## src/rtl/ps2_scan_receiver.sv

```systemverilog
// ps2_scan_receiver: PS/2 keyboard frame receiver and scan-code decoder.
// Synchronizes the raw PS/2 pins and deframes 11-bit frames on falling
// clock edges. Folds E0/F0 prefixes into single-cycle key events and keeps a
// held-key bitmap for the piano keys plus up/down/enter.
module ps2_scan_receiver #(
  parameter int TIMEOUT_CYCLES = 200_000
) (
  input  logic       clk,
  input  logic       sys_rst_n,
  input  logic       ps2_clk,
  input  logic       ps2_data,
  output logic       scan_valid,
  output logic [7:0] scan_code,
  output logic       scan_ext,
  output logic       scan_break,
  output logic       frame_err,
  output logic [9:0] key_held
);

  // Counter wide enough to hold TIMEOUT_CYCLES itself.
  localparam int CW = $clog2(TIMEOUT_CYCLES + 1);
  // Last count value before the abort fires.
  localparam logic [CW-1:0] TMO_LAST = CW'(TIMEOUT_CYCLES - 1);

  typedef enum logic [1:0] {
    S_IDLE,
    S_DATA,
    S_PARITY,
    S_STOP
  } state_t;

  // Map a decoded byte to its bitmap slot. Extended and plain codes live in
  // disjoint tables, so E0 1C never touches the A key and plain 75 never
  // touches the up key.
  function automatic logic [9:0] key_mask(input logic [7:0] code,
                                          input logic       ext);
    key_mask = '0;
    if (!ext) begin
      case (code)
        8'h1C:   key_mask = 10'h001;  // A
        8'h1B:   key_mask = 10'h002;  // S
        8'h23:   key_mask = 10'h004;  // D
        8'h2B:   key_mask = 10'h008;  // F
        8'h34:   key_mask = 10'h010;  // G
        8'h33:   key_mask = 10'h020;  // H
        8'h3B:   key_mask = 10'h040;  // J
        8'h5A:   key_mask = 10'h200;  // enter
        default: key_mask = '0;
      endcase
    end else begin
      case (code)
        8'h75:   key_mask = 10'h080;  // up
        8'h72:   key_mask = 10'h100;  // down
        default: key_mask = '0;
      endcase
    end
  endfunction

  // Synchronizer and edge-detect state.
  logic clk_s1, clk_s2, clk_s3;
  logic data_s1, data_s2;
  logic fall;

  // Frame FSM state and datapath.
  state_t          state, state_nxt;
  logic [2:0]      bit_cnt;
  logic [7:0]      shift;
  logic            par_bit;
  logic            par_ok;
  logic [CW-1:0]   tmo_cnt;
  logic            tmo_hit;
  logic            byte_ok;
  logic            err;

  // Prefix flags waiting for the final byte of an event.
  logic            pend_ext;
  logic            pend_brk;
  logic [9:0]      mask;

  // Two-flop synchronizers plus one extra clock stage for the edge compare.
  // They reset to 1 so an idle-high bus never looks like a falling edge.
  always_ff @(posedge clk) begin
    if (!sys_rst_n) begin
      clk_s1  <= 1'b1;
      clk_s2  <= 1'b1;
      clk_s3  <= 1'b1;
      data_s1 <= 1'b1;
      data_s2 <= 1'b1;
    end else begin
      clk_s1  <= ps2_clk;
      clk_s2  <= clk_s1;
      clk_s3  <= clk_s2;
      data_s1 <= ps2_data;
      data_s2 <= data_s1;
    end
  end

  // Falling edge of the synchronized PS/2 clock; data_s2 is aligned with it.
  assign fall = clk_s3 & ~clk_s2;

  // Odd parity over the 8 data bits and the parity bit.
  assign par_ok = ^{shift, par_bit};

  // Abort only when no edge arrives on the cycle the count would reach the
  // limit; a coincident edge keeps the frame alive.
  assign tmo_hit = (state != S_IDLE) && !fall && (tmo_cnt == TMO_LAST);

  // Frame FSM state register.
  always_ff @(posedge clk) begin
    if (!sys_rst_n) state <= S_IDLE;
    else            state <= state_nxt;
  end

  // Frame FSM next state plus byte-accept / error strobes.
  always_comb begin
    state_nxt = state;
    byte_ok   = 1'b0;
    err       = 1'b0;
    if (tmo_hit) begin
      state_nxt = S_IDLE;
      err       = 1'b1;
    end else if (fall) begin
      case (state)
        S_IDLE: begin
          if (!data_s2) state_nxt = S_DATA;
          else          err       = 1'b1;  // start bit must be 0
        end
        S_DATA: begin
          if (bit_cnt == 3'd7) state_nxt = S_PARITY;
        end
        S_PARITY: state_nxt = S_STOP;
        S_STOP: begin
          state_nxt = S_IDLE;
          if (data_s2 && par_ok) byte_ok = 1'b1;
          else                   err     = 1'b1;
        end
        default: state_nxt = S_IDLE;
      endcase
    end
  end

  // Data shift register, bit counter and parity capture.
  always_ff @(posedge clk) begin
    if (!sys_rst_n) begin
      bit_cnt <= '0;
      shift   <= '0;
      par_bit <= 1'b0;
    end else if (fall && !tmo_hit) begin
      case (state)
        S_IDLE: bit_cnt <= '0;
        S_DATA: begin
          shift   <= {data_s2, shift[7:1]};  // LSB arrives first
          bit_cnt <= bit_cnt + 3'd1;
        end
        S_PARITY: par_bit <= data_s2;
        default: ;
      endcase
    end
  end

  // Inter-edge timeout counter: cleared by edges, held at 0 while idle.
  always_ff @(posedge clk) begin
    if (!sys_rst_n)              tmo_cnt <= '0;
    else if (fall)               tmo_cnt <= '0;
    else if (state == S_IDLE)    tmo_cnt <= '0;
    else if (tmo_hit)            tmo_cnt <= '0;
    else                         tmo_cnt <= tmo_cnt + 1'b1;
  end

  assign mask = key_mask(shift, pend_ext);

  // Byte decoder: prefix tracking, event outputs and held-key bitmap.
  always_ff @(posedge clk) begin
    if (!sys_rst_n) begin
      scan_valid <= 1'b0;
      scan_code  <= '0;
      scan_ext   <= 1'b0;
      scan_break <= 1'b0;
      frame_err  <= 1'b0;
      key_held   <= '0;
      pend_ext   <= 1'b0;
      pend_brk   <= 1'b0;
    end else begin
      scan_valid <= 1'b0;
      frame_err  <= err;
      if (err) begin
        // A broken frame may have been part of a prefixed sequence.
        pend_ext <= 1'b0;
        pend_brk <= 1'b0;
      end else if (byte_ok) begin
        if (shift == 8'hE0) begin
          pend_ext <= 1'b1;
        end else if (shift == 8'hF0) begin
          pend_brk <= 1'b1;
        end else begin
          scan_valid <= 1'b1;
          scan_code  <= shift;
          scan_ext   <= pend_ext;
          scan_break <= pend_brk;
          pend_ext   <= 1'b0;
          pend_brk   <= 1'b0;
          // Typematic repeats simply set an already-set bit again.
          if (pend_brk) key_held <= key_held & ~mask;
          else          key_held <= key_held | mask;
        end
      end
    end
  end

endmodule

```

## config.mk

```make
export PLATFORM = sky130hd
export DESIGN_NAME = ps2_scan_receiver
export DESIGN_NICKNAME = d
export VERILOG_FILES = /design/src/rtl/ps2_scan_receiver.sv
export SDC_FILE = /design/constraint.sdc
export NUM_CORES = 1
export LEC_CHECK = 0
export ABC_AREA = 1
export BUFFER_PORTS_ARGS = -buffer_cell sky130_fd_sc_hd__buf_2
export CELL_PAD_IN_SITES_DETAIL_PLACEMENT = 0
export CELL_PAD_IN_SITES_GLOBAL_PLACEMENT = 2
export CORE_ASPECT_RATIO = 1.1
export CORE_MARGIN = 1.5
export CORE_UTILIZATION = 35
export CTS_BUF_LIST = sky130_fd_sc_hd__clkbuf_4
export DETAILED_ROUTE_END_ITERATION = 8
export HOLD_SLACK_MARGIN = 0.08
export PLACE_DENSITY_LB_ADDON = 0.1
export SLEW_MARGIN = 40
export SYNTH_ARGS = -nofsm -noshare
export SYNTH_HDL_FRONTEND = slang
export SYNTH_SLANG_ARGS = --single-unit
```

## constraint.sdc

```tcl
create_clock -name clk -period 2 [get_ports clk]
set_input_delay 0.4 -clock clk [delete_from_list [all_inputs] [get_ports clk]]
set_output_delay 0.4 -clock clk [all_outputs]
set_load 0.05 [all_outputs]
```

==> summary.json <==
{
  "path_max_fanout": 11,
  "final_min_period_over_clock_period_pct": 95.6,
  "grt_setup_unrepaired": "true",
  "synthDominantAreaCellType": "sky130_fd_sc_hd__dfxtp_1",
  "nNetsFinal": 476,
  "route.detailed.wl_per_inst_um": 13.0,
  "ctsRootBufferMaster": "sky130_fd_sc_hd__clkbuf_4",
  "detail_route.wirelength_um": 7530,
  "end_kind": "flop",
  "ant_nets": 0,
  "worst_ep_arrival_time_ns": 2.27,
  "netlist_instances": 410,
  "timing.critical_path.mode_cell": "sky130_fd_sc_hd__nand3_1",
  "holdCritStartpoint": "ps2_data",
  "dp_slack_ns": -0.171,
  "worst_setup_path_start_kind": "flop",
  "placementRows": 35,
  "clock_insertion_delay_worst_skew_ns": 0.43,
  "vias": 2798,
  "route.detailed.drc": 0,
  "grt_pass1_vias": 2491,
  "clock_tree.htree_level_count": 3,
  "timing.rr.start": "tmo_cnt[1]",
  "final_hold_viol_count": 0,
  "worst_hold_slack_across_all_endpoints_ns": 0.153,
  "pin_count_of_the_biggest_net_entering_global_routing": 29,
  "max_freq_mhz": 523,
  "crit_start": "tmo_cnt[1]",
  "hold_buffers_post_cts": 0,
  "placed_wire_length_estimate_um": 5230,
  "crit_required_ns": 2.35,
  "layout-drive-gt1-share_pct": 29.1,
  "power_density_mw_per_mm2": 568,
  "regToRegSetupSlack_ns": 0.09,
  "synth.ff_latch_count": 61,
  "number_of_warnings_printed_during_yosys_synthesis": 0,
  "grt.overflow.total": 0,
  "grt.total_usage_pct": 16.7,
  "global_route_wire_length_before_repair_um": 12100,
  "syn2layout_area_growth_pct": 24.7,
  "clock_path_buffers": 2,
  "place_congestion": 0.855,
  "totalPowerFinal_mw": 2.13,
  "chipWidth_um": 91.3,
  "met2_resource_use_gr_pct": 24.7,
  "final_max_slew_viol_count": 0,
  "fp.dieArea_mm2": 0.00914,
  "gr-usage-met3_pct": 4.39,
  "worstPathCellList": "ha_4 > nand2_2 > inv_2 > nand2_4 > nor4_4 > nand3_1 > nor3_2 > buf_4 > a21oi_4 > buf_12 > clkbuf_16 > nand3_1 > nand2_1 > a21oi_1",
  "clkSinkCount": 61,
  "layout.filler_cells": 889,
  "synthesis.nets": 422,
  "ys_seq_area_share_pct": 40.7,
  "async_reset_ff_share_pct": 0,
  "min_period_ns": 1.91,
  "clk_transition_reported_paths_ns": 0.12,
  "synth_top_cells_by_area": "sky130_fd_sc_hd__dfxtp_1 41%, sky130_fd_sc_hd__nand2_1 11%, sky130_fd_sc_hd__a21oi_1 6.8%",
  "hp-class": "in -> reg",
  "synth.most_common_cell": "sky130_fd_sc_hd__nand2_1",
  "status": "finished clean",
  "synth-main-ff-cell": "sky130_fd_sc_hd__dfxtp_1",
  "timing.max_slew.rel_slack_pct": 71.0,
  "firstDrtPassIters": 4,
  "number_of_buffers_added_by_the_clock_tree_synthesis_step": 9,
  "io_pins": 26,
  "drt_first_iter_violations": 82,
  "synthDominantCellAreaShare_pct": 40.7,
  "port_buffers": 25,
  "route.detailed.vias_per_inst": 4.83,
  "area_of_the_multi_input_gates_mm2": 0.00162,
  "start_util_pct": 35.9,
  "antenna-diode-count": 0,
  "busiest_layer": "met2",
  "synth_cell_types": 35,
  "die_h_um": 100,
  "synth.cells.most_frequent": "85 x sky130_fd_sc_hd__nand2_1, 61 x sky130_fd_sc_hd__dfxtp_1, 42 x sky130_fd_sc_hd__nor2_1",
  "post_synth_edffs": 0,
  "global_route.usage.met1_pct": 22.9,
  "vdd_drop_max_v": 0.000326,
  "floorplan.core_area_mm2": 0.00836,
  "clock_tree_from_tritoncts": "done",
  "cell_with_the_biggest_individual_delay_on_the_critical_path": "sky130_fd_sc_hd__dfxtp_2",
  "worst_path_largest_cell_delay_ns": 0.37,
  "grt_antenna_before_repair": 0,
  "setup_ws_ns": 0.0887,
  "timing.max_cap.violations": 0,
  "synthesis.area_mm2": 0.00300,
  "report.final.setup_viol": 0,
  "register_area_mm2": 0.00124,
  "worst_clock_skew_ns": 0.0203,
  "type_of_the_setup_path_with_the_least_slack": "reg -> reg",
  "synth_area_per_cell_um2": 7.32,
  "p_leak_nw": 1.52,
  "worst_pin_slew_ns": 0.431
}
worst max-delay path, delay by kind of cell, from the launching register on:
kind                       cells  cell delay, ns
DFF                            1            0.37
and+or+nand+nor                7            0.65
adders and majority gates      1            0.14
buffers and inverters          4            0.54
AOI/OAI and AO/OA              2            0.15
per-layer routing:
| layer | wire length (um) | up-vias |
|---|---|---|
| met2 | 3200 | 41 |
| met1 | 3910 | 1280 |
| met3 | 268 | 11 |
| met4 | 151 | 0 |
| li1 | - | 1466 |
| met5 | 0 | - |
cell usage in the layout, fill, tap and decap left out, types with 3 or more instances in the layout:
| master | synthesis | routed |
|---|---|---|
| sky130_fd_sc_hd__nand2_2 | 7 | 12 |
| sky130_fd_sc_hd__nand3_1 | 38 | 36 |
| sky130_fd_sc_hd__a21oi_2 | 0 | 4 |
| sky130_fd_sc_hd__a21oi_1 | 41 | 37 |
| sky130_fd_sc_hd__dfxtp_4 | 0 | 3 |
| sky130_fd_sc_hd__inv_2 | 4 | 7 |
| sky130_fd_sc_hd__dfxtp_1 | 61 | 50 |
| sky130_fd_sc_hd__nor3_1 | 10 | 9 |
| sky130_fd_sc_hd__clkinv_1 | 1 | 3 |
| sky130_fd_sc_hd__nand4_1 | 17 | 17 |
| sky130_fd_sc_hd__buf_12 | 0 | 3 |
| sky130_fd_sc_hd__nand2_1 | 85 | 78 |
| sky130_fd_sc_hd__buf_4 | 3 | 29 |
| sky130_fd_sc_hd__o21ai_0 | 12 | 12 |
| sky130_fd_sc_hd__nor2_1 | 42 | 38 |
| sky130_fd_sc_hd__or2_2 | 6 | 6 |
| sky130_fd_sc_hd__inv_1 | 38 | 35 |
| sky130_fd_sc_hd__clkbuf_4 | 0 | 9 |
| sky130_fd_sc_hd__dfxtp_2 | 0 | 8 |
| sky130_fd_sc_hd__buf_2 | 1 | 25 |
| sky130_fd_sc_hd__nand3_2 | 1 | 3 |
| sky130_fd_sc_hd__ha_1 | 8 | 7 |
| sky130_fd_sc_hd__nor2_2 | 1 | 4 |
power by group:
part	leakage (nW)	total, mW	switching (mW)	internal (mW)
clock	0.0666	0.834	0.472	0.362
sequential	0.499	1.22	0.00344	1.22
combinational	0.954	0.0765	0.0475	0.0290
total	1.52	2.13	0.523	1.61
logic make-up after synthesis:
family,synth area share (%)
AO/OA/AOI/OAI,10.7
XOR/XNOR,1.17
adder cells (fa/ha/maj),3.33
buffers and inverters,9.92
flip-flops,40.7
AND/OR/NAND/NOR,34.2
through the flow:
step / area, um2 / TNS [ns] / std cells / util [%]
2_1_floorplan: 3000 / 0 / 410 / -
3_3_place_gp: 3350 / -2.68 / 555 / 40.1
3_5_place_dp: 3350 / -1.68 / 555 / 40.1
4_1_cts: 3480 / 0 / 570 / 41.6
5_1_grt: 3750 / -0.567 / 579 / 44.8
6_report: 3750 / 0 / 579 / 44.8
path summary, 6_finish.rpt:
check	endpoint	depth (start not counted)
worst max-delay path	flop	14
worst min-delay path	data_s1	2
worst max register to register	flop	14
worst min register to register	clk_s2	1
what timing repair did:
action,in CTS,in global routing
resized for setup,2,45
cloned,0,2
pin swaps,0,9
buffers inserted,0,7
endpoints found under the setup margin,36,37
layout make-up:
cell class              count  area share, %
multi-input cells         289           43.2
flip-flops and latches     61           33.2
repair buffers             60           12.4
inverters                  43           4.31
well taps                 111           3.71
clock buffers               9           1.80
clock inverters             6           1.47
No activity file was read; power rests on OpenSTA's default activity.
